==> src/rtl/ex_muldiv.sv <==
// EX-stage iterative multiply/divide unit owning the architectural HI/LO registers.
// MULT/MULTU/DIV/DIVU take 32 iterations plus a result cycle; MTHI/MTLO complete in one cycle.
module ex_muldiv (
    input  logic        clk,
    input  logic        rst,
    input  logic        in_valid,
    input  logic [5:0]  op,
    input  logic        flush,
    input  logic [31:0] rs_data,
    input  logic [31:0] rt_data,
    output logic [31:0] hi_o,
    output logic [31:0] lo_o,
    output logic        stallreq,
    output logic        busy
);

    typedef enum logic [1:0] {
        IDLE = 2'd0,
        MUL  = 2'd1,
        DIV  = 2'd2,
        DONE = 2'd3
    } state_t;

    state_t state, state_nxt;

    logic [31:0] hi, lo;
    logic [5:0]  cnt;
    logic [63:0] acc;
    logic [63:0] mcand;
    logic [31:0] mplier;
    logic [31:0] rem;
    logic [31:0] quo;
    logic [31:0] dvsr;
    logic        neg_res;
    logic        neg_rem;
    logic        is_div;
    logic        div_zero;

    // One-hot op with left-to-right priority when several bits are set
    logic dec_mult, dec_multu, dec_div, dec_divu, dec_mthi, dec_mtlo;
    assign dec_mult  = op[5];
    assign dec_multu = ~op[5] & op[4];
    assign dec_div   = ~|op[5:4] & op[3];
    assign dec_divu  = ~|op[5:3] & op[2];
    assign dec_mthi  = ~|op[5:2] & op[1];
    assign dec_mtlo  = ~|op[5:1] & op[0];

    logic take;
    logic start_mul, start_div;
    assign take      = (state == IDLE) & in_valid & ~flush;
    assign start_mul = take & (dec_mult | dec_multu);
    assign start_div = take & (dec_div | dec_divu);

    logic        is_signed;
    logic [31:0] abs_rs, abs_rt;
    assign is_signed = dec_mult | dec_div;
    assign abs_rs    = (is_signed & rs_data[31]) ? (32'd0 - rs_data) : rs_data;
    assign abs_rt    = (is_signed & rt_data[31]) ? (32'd0 - rt_data) : rt_data;

    // Multiply step: add shifted multiplicand when the current multiplier bit is set
    logic [63:0] acc_step;
    assign acc_step = mplier[0] ? (acc + mcand) : acc;

    // Restoring divide step on a 33-bit trial remainder; the difference always fits in 32 bits
    logic [32:0] trial;
    logic        q_bit;
    logic [31:0] rem_step;
    assign trial    = {rem, quo[31]};
    assign q_bit    = trial[32] | (trial[31:0] >= dvsr);
    assign rem_step = q_bit ? (trial[31:0] - dvsr) : trial[31:0];

    // Sign fixes applied in DONE
    logic [63:0] prod_fix;
    logic [31:0] quo_fix, rem_fix;
    assign prod_fix = neg_res ? (64'd0 - acc) : acc;
    assign quo_fix  = neg_res ? (32'd0 - quo) : quo;
    assign rem_fix  = neg_rem ? (32'd0 - rem) : rem;

    always_ff @(posedge clk or posedge rst) begin
        if (rst) state <= IDLE;
        else     state <= state_nxt;
    end

    always_comb begin
        state_nxt = state;
        unique case (state)
            IDLE: begin
                if (start_mul)      state_nxt = MUL;
                else if (start_div) state_nxt = DIV;
            end
            MUL, DIV: begin
                if (flush)             state_nxt = IDLE;
                else if (cnt == 6'd31) state_nxt = DONE;
            end
            DONE:    state_nxt = IDLE;
            default: state_nxt = IDLE;
        endcase
    end

    always_ff @(posedge clk or posedge rst) begin
        if (rst) begin
            hi       <= '0;
            lo       <= '0;
            cnt      <= '0;
            acc      <= '0;
            mcand    <= '0;
            mplier   <= '0;
            rem      <= '0;
            quo      <= '0;
            dvsr     <= '0;
            neg_res  <= 1'b0;
            neg_rem  <= 1'b0;
            is_div   <= 1'b0;
            div_zero <= 1'b0;
        end else begin
            unique case (state)
                IDLE: begin
                    if (start_mul) begin
                        mcand   <= {32'd0, abs_rs};
                        mplier  <= abs_rt;
                        acc     <= '0;
                        cnt     <= '0;
                        neg_res <= dec_mult & (rs_data[31] ^ rt_data[31]);
                        neg_rem <= 1'b0;
                        is_div  <= 1'b0;
                    end else if (start_div) begin
                        rem      <= '0;
                        quo      <= abs_rs;
                        dvsr     <= abs_rt;
                        cnt      <= '0;
                        neg_res  <= dec_div & (rs_data[31] ^ rt_data[31]);
                        neg_rem  <= dec_div & rs_data[31];
                        div_zero <= (rt_data == 32'd0);
                        is_div   <= 1'b1;
                    end else if (take & dec_mthi) begin
                        hi <= rs_data;
                    end else if (take & dec_mtlo) begin
                        lo <= rs_data;
                    end
                end
                MUL: begin
                    acc    <= acc_step;
                    mcand  <= mcand << 1;
                    mplier <= mplier >> 1;
                    cnt    <= cnt + 6'd1;
                end
                DIV: begin
                    rem <= rem_step;
                    quo <= {quo[30:0], q_bit};
                    cnt <= cnt + 6'd1;
                end
                DONE: begin
                    if (!flush) begin
                        if (!is_div) begin
                            hi <= prod_fix[63:32];
                            lo <= prod_fix[31:0];
                        end else begin
                            // Divide by zero leaves the dividend magnitude in rem, so the
                            // remainder fix reproduces rs exactly; only LO needs overriding.
                            hi <= rem_fix;
                            lo <= div_zero ? 32'hFFFF_FFFF : quo_fix;
                        end
                    end
                end
                default: ;
            endcase
        end
    end

    assign hi_o     = hi;
    assign lo_o     = lo;
    assign busy     = (state != IDLE);
    assign stallreq = start_mul | start_div | (state == MUL) | (state == DIV);

endmodule

==> config.mk <==
export PLATFORM = sky130hd
export DESIGN_NAME = ex_muldiv
export DESIGN_NICKNAME = d
export VERILOG_FILES = /design/src/rtl/ex_muldiv.sv
export SDC_FILE = /design/constraint.sdc
export NUM_CORES = 1
export LEC_CHECK = 0
export CORE_AREA = 2 2 211 213
export CTS_BUF_LIST = sky130_fd_sc_hd__clkbuf_8
export DETAILED_ROUTE_END_ITERATION = 7
export DIE_AREA = 0 0 213 215
export PLACE_DENSITY = 0.8
export REMOVE_ABC_BUFFERS = 1
export SYNTH_ARGS = -nofsm -noshare
export SYNTH_HDL_FRONTEND = slang
export SYNTH_SLANG_ARGS = --single-unit
==> constraint.sdc <==
create_clock -name clk -period 15.8 [get_ports clk]
set_clock_uncertainty 0.1 [all_clocks]
set_input_delay 3.16 -clock clk [delete_from_list [all_inputs] [get_ports clk]]
set_output_delay 3.16 -clock clk [all_outputs]
set_load 0.05 [all_outputs]
Word level (Yosys, flattened, before mapping):

Cells that the tools add are included.

* register bits after elaboration: 332
* output and inout bits: 66

* $add $sub $neg: 8
* magnitude comparators: 1
* eq/ne operators: 15
* mux-type cells: 47
* bitwise operators: 27
* reduce and logical (&&, ||, !) cells: 26

Operators with widths (number)
* two-way mux 32 bit: 22
* one-hot mux 32 bit (2 select lines): 5
* two-way mux 64 bit: 4
* one-hot mux 64 bit (2 select lines): 2
* subtractor 1 x 32 -> 32 bit (first input constant): 4
* adder 64 bit: 1
* subtractor 1 x 64 -> 64 bit (first input constant): 1
* >= comparator 32 bit: 1
* zero test 32 bit: 1
* subtractor 32 bit: 1
* AND 1 bit: 16
* != test 2 bit (second input constant): 7
* two-way mux 6 bit: 2
* one-hot mux 6 bit (2 select lines): 1
* nonzero test 2 bit: 6
* AND reduction 3 bit: 3
* two-way mux 2 bit: 4
* AND reduction 2 bit: 4
* bitwise OR 1 bit: 7
* adder 6 x 1 -> 6 bit (second input constant): 1
* equality test 6 x 5 -> 1 bit (second input constant): 1
* two-way mux 1 bit: 6
* one-hot mux 2 bit (3 select lines): 1
* AND reduction 6 bit: 1
* other kinds (14): 22

Depth between registers and ports, before layout:

Gate-level depths: netlist (run 1).

* depth in word-level cells: 9
* mapped depth: 16

Worst setup path before layout (run 1):

No wires, ideal clock.

* path kind: input to output
* start point: input in_valid
* end point: output stallreq
* data arrival time: 4148 ps
* required time: 12540 ps
* path slack: 8392 ps
* stages on the path: 5
* buffers on the path: 0
* cells stage by stage: nand2_1 -> nor2_1 -> o21ai_1 -> and2_1 -> nand3_1

* cells in the longest elaborated chain, start to end: 6

RTL lines
* from (decl): RTL line 6 `input logic in_valid,`
* AND 1 bit (*) (2 in series): RTL line 50 `assign take = (state == IDLE) & in_valid & ~flush;`
* AND 1 bit, on equally long branches: RTL line 51, 52
* bitwise OR 1 bit (*) (3 in series): RTL line 173 `assign stallreq = start_mul | start_div | (state == MUL) | (state == DIV);`
* to (decl): RTL line 13 `output logic stallreq,`

Mark *: on every way between the ends. The rest lies on a longest branch, timed or not.

Worst setup path in the final report (run 1):

Ends and elaborated chain as after synthesis.

==> results.txt, run 1 <==
----------------------------------------------------
[Outcome]
  Run status ... finished clean

[Placed design]
  Placed Instances ... 3465
  Hpwl dp ... 52800 um
  Count of input and output buffers ... 139
  Final GP Congestion ... 0.957

[Critical path]
  Path type of the worst setup path ... primary input to output pin
  CP Launch Type ... primary input
  Register-to-register setup slack ... 10.76 ns
  WP data arrival ... 5.49 ns
  Crit. End Element ... output pin
  Required time at the worst-slack endpoint ... 12.54 ns
  Maximum fanout count along the critical path ... 8

[Routing]
  Number of iterations in the first detailed-routing pass ... 5
  Number of routed nets with antenna violations ... 0
  Vias post-DR ... 22300
  DRC marker count from the first detailed-route iteration ... 2419
  DRC errors left ... 0
  Detailed Route WL ... 72700 um
  Routed length per instance ... 20.4 um
  Drt via density ... 6.24

[Yosys]
  Average instance area after synthesis ... 8.22 um^2
  Post-synth EDFFs ... 0
  Compound-Gate Fraction of Synth Area ... 25.8%
  Post-synthesis cell area ... 23600 um^2
  Mapped Cells ... 2878
  Xor and xnor fraction of the mapped netlist area ... 9.74%
  Multiplexer area fraction after synthesis ... 2.67%
  Distinct cell type count of the synthesized netlist ... 83
  Async set or reset register ratio after synthesis ... 100%
  Predominant post-synthesis flop cell ... sky130_fd_sc_hd__dfrtp_1
  Yosys reg bits ... 332
  Simple-gate area share of the yosys netlist ... 17.0%
  Sequential element share of the synthesized area ... 35.1%
  Number of synthesis warnings ... 0
  Largest family of logic cells by synthesized area ... compound AO/OA/AOI/OAI gates
  Adder and majority gate portion of the synthesized area ... 5.72%

[Finish]
  Share of cells above drive strength 1 ... 5.60%
  Number of nets in the finished design ... 3114
  Core Util, Final ... 61.2%
  Number of antenna repair diodes ... 0
  Synthesis-to-layout area growth ... 12.9%
  Filler-free cell count of the finished design ... 3572

[Global route]
  Global-route wire length before repair ... 115000 um
  Pin count of the biggest net entering global routing ... 162
  Global-route congestion overflow total ... 0
  Gr usage total ... 31.6%
  Number of antenna violations at the first check in global routing ... 0
  Via count of the first global-routing pass ... 21200

[Pwr]
  Total power density per cell area ... 225 nW/um^2
  Leak pwr ... 12.4 nW
  Final total power ... 0.00601 W
  IR Drop Worst-Case VDD ... 0.134 mV

[STA]
  Count of endpoints failing setup in the final report ... 0
  Setup TNS ... 0 ns
  Final Critical Period ... 8.75 ns
  Fraction of the cycle the final worst path needs ... 55.4%
  RSZ-0062 raised after global routing ... no
  Max Clock Freq ... 0.114 GHz
  Slew Viols, Final ... 0
  Final Hold Viols ... 0
  Worst slew margin relative to its limit ... 24.6%
  Tightest Pin Transition ... 1.13 ns

[Floorplanning]
  Total die area ... 45800 um^2
  Area of the core region ... 43600 um^2
  Number of cell rows ... 77
  Num ports ... 140
  Die height ... 215 um
  Initial core utilization ... 54.2%
  Die X-Extent ... 213 um

[Clock tree]
  Post_cts resized ... 0
  Clock Tree Buf Depth ... 3
  Clock tree from TritonCTS ... yes
  Clock network latency to the later pin of the worst-skew pair ... 0.67 ns
  Clock edge transition at the registers on the reported setup and hold paths ... 0.06 ns
  Sinks on the clock net ... 332
  Cts bufs inserted ... 58
  Count of H-tree levels built during CTS ... 2
  Clock Tree Root ... sky130_fd_sc_hd__clkbuf_8
  Hold-fix buffers, CTS ... 0
  Post-CTS Setup Inserts ... 0

[Run]
  Max-capacitance violation count ... 0

[Min path]
  Path class of the lowest-slack min-delay path ... flip-flop to flip-flop

----------------------------------------------------
final timing paths:
| path | end | start | cells after the start |
|---|---|---|---|
| setup / recovery | stallreq | in_valid | 7 |
| hold / removal | lo_o[25] | lo_o[25] | 2 |
| setup reg to reg | acc[57] | state[1] | 9 |
| hold reg to reg | lo_o[25] | lo_o[25] | 2 |
| max in group asynchronous | hi_o[25] | rst | 4 |
| min in group asynchronous | cnt[0] | rst | 2 |
area by class of cell:
| type | count | area, um^2 |
|---|---|---|
| Timing Repair Buffer | 158 | 1550 |
| Sequential cell | 332 | 8310 |
| Clock buffer | 79 | 1090 |
| Tap cell | 592 | 741 |
| Inverter | 86 | 332 |
| Multi-Input combinational cell | 2297 | 14500 |
| Clock inverter | 28 | 208 |
| Fill cell | 3795 | 17000 |
through the flow:
step                setup slack, ns  area, um^2  hold slack, ns
floorplan                      3.34       23000           0.350
global placement               7.15       25400           0.360
detailed placement             7.10       25400           0.366
CTS                            7.08       26700           0.381
global route                   6.97       26700           0.395
finish                         7.05       26700           0.373
cell families (layout without fill, tap and decap cells):
kind of cell / after synthesis / count (layout)
adders and majority gates: 107 / 107
muxes: 63 / 63
and+or+nand+nor: 891 / 891
xor gates and xnor gates: 263 / 263
DFF: 332 / 332
AOI/OAI and AO/OA: 973 / 973
buffers and inverters: 249 / 351
cell usage after synthesis (15+ instances only):
| cell | instances | area, um^2 |
|---|---|---|
| sky130_fd_sc_hd__xor2_1 | 140 | 1230 |
| sky130_fd_sc_hd__clkbuf_1 | 138 | 518 |
| sky130_fd_sc_hd__nand2b_1 | 27 | 169 |
| sky130_fd_sc_hd__o31ai_1 | 42 | 315 |
| sky130_fd_sc_hd__a21oi_1 | 255 | 1280 |
| sky130_fd_sc_hd__dfrtp_1 | 332 | 8310 |
| sky130_fd_sc_hd__nand2_1 | 417 | 1570 |
| sky130_fd_sc_hd__a21o_1 | 87 | 653 |
| sky130_fd_sc_hd__nor2b_1 | 31 | 194 |
| sky130_fd_sc_hd__or4_1 | 17 | 128 |
| sky130_fd_sc_hd__nand4_1 | 26 | 163 |
| sky130_fd_sc_hd__o211ai_1 | 15 | 113 |
| sky130_fd_sc_hd__xnor2_1 | 123 | 1080 |
| sky130_fd_sc_hd__nor3_1 | 43 | 215 |
| sky130_fd_sc_hd__nor2_1 | 205 | 769 |
| sky130_fd_sc_hd__a31oi_1 | 21 | 131 |
| sky130_fd_sc_hd__inv_1 | 84 | 315 |
| sky130_fd_sc_hd__ha_1 | 105 | 1310 |
| sky130_fd_sc_hd__mux2i_1 | 63 | 631 |
| sky130_fd_sc_hd__o21ai_0 | 329 | 1650 |
| sky130_fd_sc_hd__a221oi_1 | 21 | 184 |
| sky130_fd_sc_hd__nor4_1 | 21 | 131 |
| sky130_fd_sc_hd__nand3_1 | 34 | 170 |
| sky130_fd_sc_hd__o211a_1 | 24 | 240 |
| sky130_fd_sc_hd__a22o_1 | 40 | 350 |
| sky130_fd_sc_hd__o41ai_1 | 19 | 166 |
| sky130_fd_sc_hd__o21bai_1 | 21 | 158 |
power breakdown:
group	leakage, nW	total, W	internal, W	switching [W]
sequential	4.25	0.00149	0.00116	0.000332
clock	0.715	0.000877	0.000494	0.000384
combinational	7.43	0.00364	0.00128	0.00236
per-layer routing:
metal  global-route usage, %  wire [um]  up-vias
li1                        -          -    10400
met1                    40.9      29700    10600
met2                    51.2      33900     1017
met3                    4.34       5090      225
met4                    16.9       3990        0
met5                       0          0        -
cell usage in the layout (no fill, tap or decap), types with 12 or more instances in the layout:
cell type,n
sky130_fd_sc_hd__a221oi_1,21
sky130_fd_sc_hd__a21o_1,87
sky130_fd_sc_hd__nand2_1,417
sky130_fd_sc_hd__buf_4,18
sky130_fd_sc_hd__ha_1,104
sky130_fd_sc_hd__xor2_1,140
sky130_fd_sc_hd__nand3_1,33
sky130_fd_sc_hd__a22o_1,40
sky130_fd_sc_hd__o211ai_1,15
sky130_fd_sc_hd__dfrtp_1,330
sky130_fd_sc_hd__o21bai_1,21
sky130_fd_sc_hd__o31ai_1,42
sky130_fd_sc_hd__nor4_1,21
sky130_fd_sc_hd__a21oi_1,252
sky130_fd_sc_hd__o21ai_0,328
sky130_fd_sc_hd__nor2b_1,31
sky130_fd_sc_hd__nand4_1,26
sky130_fd_sc_hd__a31oi_1,21
sky130_fd_sc_hd__xnor2_1,123
sky130_fd_sc_hd__o211a_1,24
sky130_fd_sc_hd__mux2i_1,63
sky130_fd_sc_hd__or3_1,14
sky130_fd_sc_hd__or4_1,17
sky130_fd_sc_hd__and3_1,12
sky130_fd_sc_hd__o41ai_1,19
sky130_fd_sc_hd__nor2_1,204
sky130_fd_sc_hd__a211oi_1,12
sky130_fd_sc_hd__nand2b_1,27
sky130_fd_sc_hd__clkinv_2,14
sky130_fd_sc_hd__clkdlybuf4s50_1,139
sky130_fd_sc_hd__clkbuf_8,79
sky130_fd_sc_hd__nor3_1,43
sky130_fd_sc_hd__inv_1,92
worst max-delay path, stage by stage:
cell and delay, ns:
sky130_fd_sc_hd__clkdlybuf4s50_1 0.47, sky130_fd_sc_hd__nand2_1 0.07, sky130_fd_sc_hd__nor2_1 0.27, sky130_fd_sc_hd__o21ai_1 0.32
sky130_fd_sc_hd__and2_1 0.26, sky130_fd_sc_hd__nand3_1 0.09, sky130_fd_sc_hd__clkdlybuf4s50_1 0.84
flip-flops by register name, summed over array words and instances, names as in the netlist:
| name | cells |
|---|---|
| neg_res | 1 |
| is_div | 1 |
| hi_o | 32 |
| neg_rem | 1 |
| mcand | 64 |
| lo_o | 32 |
| state | 2 |
| acc | 64 |
| cnt | 6 |
| quo | 32 |
| div_zero | 1 |
| mplier | 32 |
| dvsr | 32 |
| rem | 32 |
(Power assumes the default switching activity.)
==> inputs of run 2 (changes only) <==
==> constraint.sdc (replaced) <==
create_clock -name clk -period 8.2 [get_ports clk]
set_clock_uncertainty 0.1 [all_clocks]
set_input_delay 1.64 -clock clk [delete_from_list [all_inputs] [get_ports clk]]
set_output_delay 1.64 -clock clk [all_outputs]
set_load 0.05 [all_outputs]
==> results.txt, run 2 (synthesis results as in run 1) <==
----------------------------------------------------
[Routing]
  Drt via density ... 6.22 (-0.25%)
  Number of routed nets with antenna violations ... 0 (unchanged)
  DRC marker count from the first detailed-route iteration ... 2359 (-2.5%)
  Routed length per instance ... 20.5 um (+0.81%)
  DRC errors left ... 0 (unchanged)
  Detailed Route WL ... 73300 um (+0.89%)
  Vias post-DR ... 22200 (-0.17%)
  Number of iterations in the first detailed-routing pass ... 6 (+1)

[Min path]
  Path class of the lowest-slack min-delay path ... flip-flop to flip-flop

[Global route]
  Global-route wire length before repair ... 117000 um (+1.2%)
  Global-route congestion overflow total ... 0 (unchanged)
  Gr usage total ... 32.1% (+0.46 points)
  Via count of the first global-routing pass ... 21500 (+1.3%)
  Pin count of the biggest net entering global routing ... 137 (-15%)
  Number of antenna violations at the first check in global routing ... 0 (unchanged)

[Clock tree]
  Cts bufs inserted ... 60 (+3.4%)
  Clock tree from TritonCTS ... yes
  Clock Tree Buf Depth ... 3 (unchanged)
  Post-CTS Setup Inserts ... 0 (unchanged)
  Hold-fix buffers, CTS ... 0 (unchanged)
  Clock network latency to the later pin of the worst-skew pair ... 0.69 ns (+0.02 ns)
  Post_cts resized ... 0 (unchanged)
  Clock edge transition at the registers on the reported setup and hold paths ... 0.06 ns (about the same)
  Sinks on the clock net ... 332 (unchanged)
  Clock Tree Root ... sky130_fd_sc_hd__clkbuf_8
  Count of H-tree levels built during CTS ... 2 (unchanged)

[Critical path]
  Crit path capture ... stallreq
  Number of cells on the worst reg-to-reg path ... 8 (-1)
  WP data arrival ... 4.14 ns (-1.35 ns)
  Maximum fanout count along the critical path ... 62 (+54)
  CP Launch Type ... flip-flop
  Required time at the worst-slack endpoint ... 6.46 ns (-6.08 ns)
  Register-to-register setup slack ... 3.41 ns (-7.35 ns)
  Critical path startpoint ... state[1]
  Capture instance of the worst register-to-register path ... acc[1]
  Path type of the worst setup path ... flip-flop to output pin
  Crit. End Element ... output pin
  Source of the worst register-to-register timing path ... state[1]

[STA]
  Final Critical Period ... 5.88 ns
  Final Hold Viols ... 0 (unchanged)
  Fraction of the cycle the final worst path needs ... 71.7%
  RSZ-0062 raised after global routing ... no
  Max Clock Freq ... 0.170 GHz
  Slew Viols, Final ... 0 (unchanged)
  Tightest Pin Transition ... 1.16 ns (+0.0270 ns)
  Count of endpoints failing setup in the final report ... 0 (unchanged)
  Worst slew margin relative to its limit ... 22.7% (-1.9 points)

[Run]
  Max-capacitance violation count ... 0 (unchanged)

[Finish]
  Core Util, Final ... 61.0% (-0.16 points)
  Number of nets in the finished design ... 3117 (+0.096%)
  Share of cells above drive strength 1 ... 5.53% (-0.073 points)
  Final design instance area without fill ... 26600 um^2 (-0.27%)
  Most common cell after layout, fill and taps aside ... sky130_fd_sc_hd__nand2_1
  Synthesis-to-layout area growth ... 12.6%
  Number of antenna repair diodes ... 0 (unchanged)
  Top Registers ... acc x64, mcand x64
  Top library cells by usage in the layout, fill and taps aside ... sky130_fd_sc_hd__nand2_1 (417), sky130_fd_sc_hd__dfrtp_1 (330), sky130_fd_sc_hd__o21ai_0 (328), sky130_fd_sc_hd__a21oi_1 (252), sky130_fd_sc_hd__nor2_1 (204)
  Number of fill cells ... 3753 (-1.1%)

[Floorplanning]
  Number of cell rows ... 77 (unchanged)
  Die height ... 215 um (unchanged)
  Initial core utilization ... 54.2% (unchanged)
  Die X-Extent ... 213 um (unchanged)
  Num ports ... 140 (unchanged)
  Total die area ... 45800 um^2 (unchanged)
  Area of the core region ... 43600 um^2 (unchanged)

[Placed design]
  Placement-stage cell area ... 25400 um^2 (about the same)
  Hpwl dp ... 53200 um (+0.67%)
  Final GP Congestion ... 0.996 (+4.1%)
  Count of input and output buffers ... 139 (unchanged)

[Pwr]
  Leak pwr ... 12.4 nW (about the same)
  Total power density per cell area ... 433 nW/um^2 (+92%)
  IR Drop Worst-Case VDD ... 0.252 mV (+89%)

[Outcome]
  Run status ... finished clean

----------------------------------------------------
[run 2: changes by cell type in the layout (fill, tap and decap cells not counted)]
cell,delta
sky130_fd_sc_hd__buf_4,+1
sky130_fd_sc_hd__bufinv_16,-3
sky130_fd_sc_hd__clkbuf_8,-1
sky130_fd_sc_hd__clkinv_2,+1
sky130_fd_sc_hd__clkinvlp_4,-1
sky130_fd_sc_hd__inv_1,+5
sky130_fd_sc_hd__inv_6,+1
[run 2: final cells by class]
cell class / instances / area, um^2 / share of cell area [%]
multi-input cells: 2297 / 14500 / 54.3
clock inverters: 31 / 143 / 0.536
inverters: 86 / 332 / 1.25
repair buffers: 159 / 1550 / 5.84
flip-flops and latches: 332 / 8310 / 31.2
well taps: 592 / 741 / 2.78
clock buffers: 78 / 1070 / 4.03
[run 2: worst min path at each step]
stage	from	end	cells after the start
2_1_floorplan	dvsr[10]	dvsr[10]	2
3_3_place_gp	mplier[4]	mplier[4]	1
3_5_place_dp	mplier[3]	mplier[3]	1
4_1_cts	mplier[3]	mplier[3]	1
5_1_grt	mplier[23]	mplier[23]	1
6_report	hi_o[23]	hi_o[23]	2
[run 2: power by group]
| part | switching (W) | internal, W |
|---|---|---|
| logic | 0.00457 | 0.00247 |
| registers | 0.000647 | 0.00223 |
| clock network | 0.000752 | 0.000849 |
| total | 0.00597 | 0.00556 |
[run 2: worst max-delay path: stages (launching register included)]
cell and delay [ns]:
sky130_fd_sc_hd__dfrtp_1 0.41, sky130_fd_sc_hd__inv_1 0.12, sky130_fd_sc_hd__ha_1 0.77, sky130_fd_sc_hd__clkinv_2 0.98
sky130_fd_sc_hd__nand3_1 0.29, sky130_fd_sc_hd__clkdlybuf4s50_1 0.84
[run 2: routing by layer]
metal / part of all wire [%] / track usage (%) / vias to the layer above / routed length, um
li1: - / - / 10400 / -
met1: 41 / 41.6 / 10700 / 30000
met2: 47 / 52.0 / 997 / 34300
met3: 7.4 / 4.95 / 199 / 5420
met4: 4.9 / 16.0 / 0 / 3610
met5: 0 / 0 / - / 0
[run 2: metrics by stage]
stage	setup TNS (ns)	hold slack [ns]	std cells	total power, W	worst slack [ns]
after floorplan	-924.30	0.350	2715	0.00770	-2.74
after global placement	0	0.360	3466	0.00961	2.55
after detailed placement	0	0.366	3466	0.00977	2.54
after CTS	0	0.379	3575	0.0114	2.40
after global routing	0	0.392	3575	0.0123	2.15
final	0	0.377	3575	0.0115	2.32
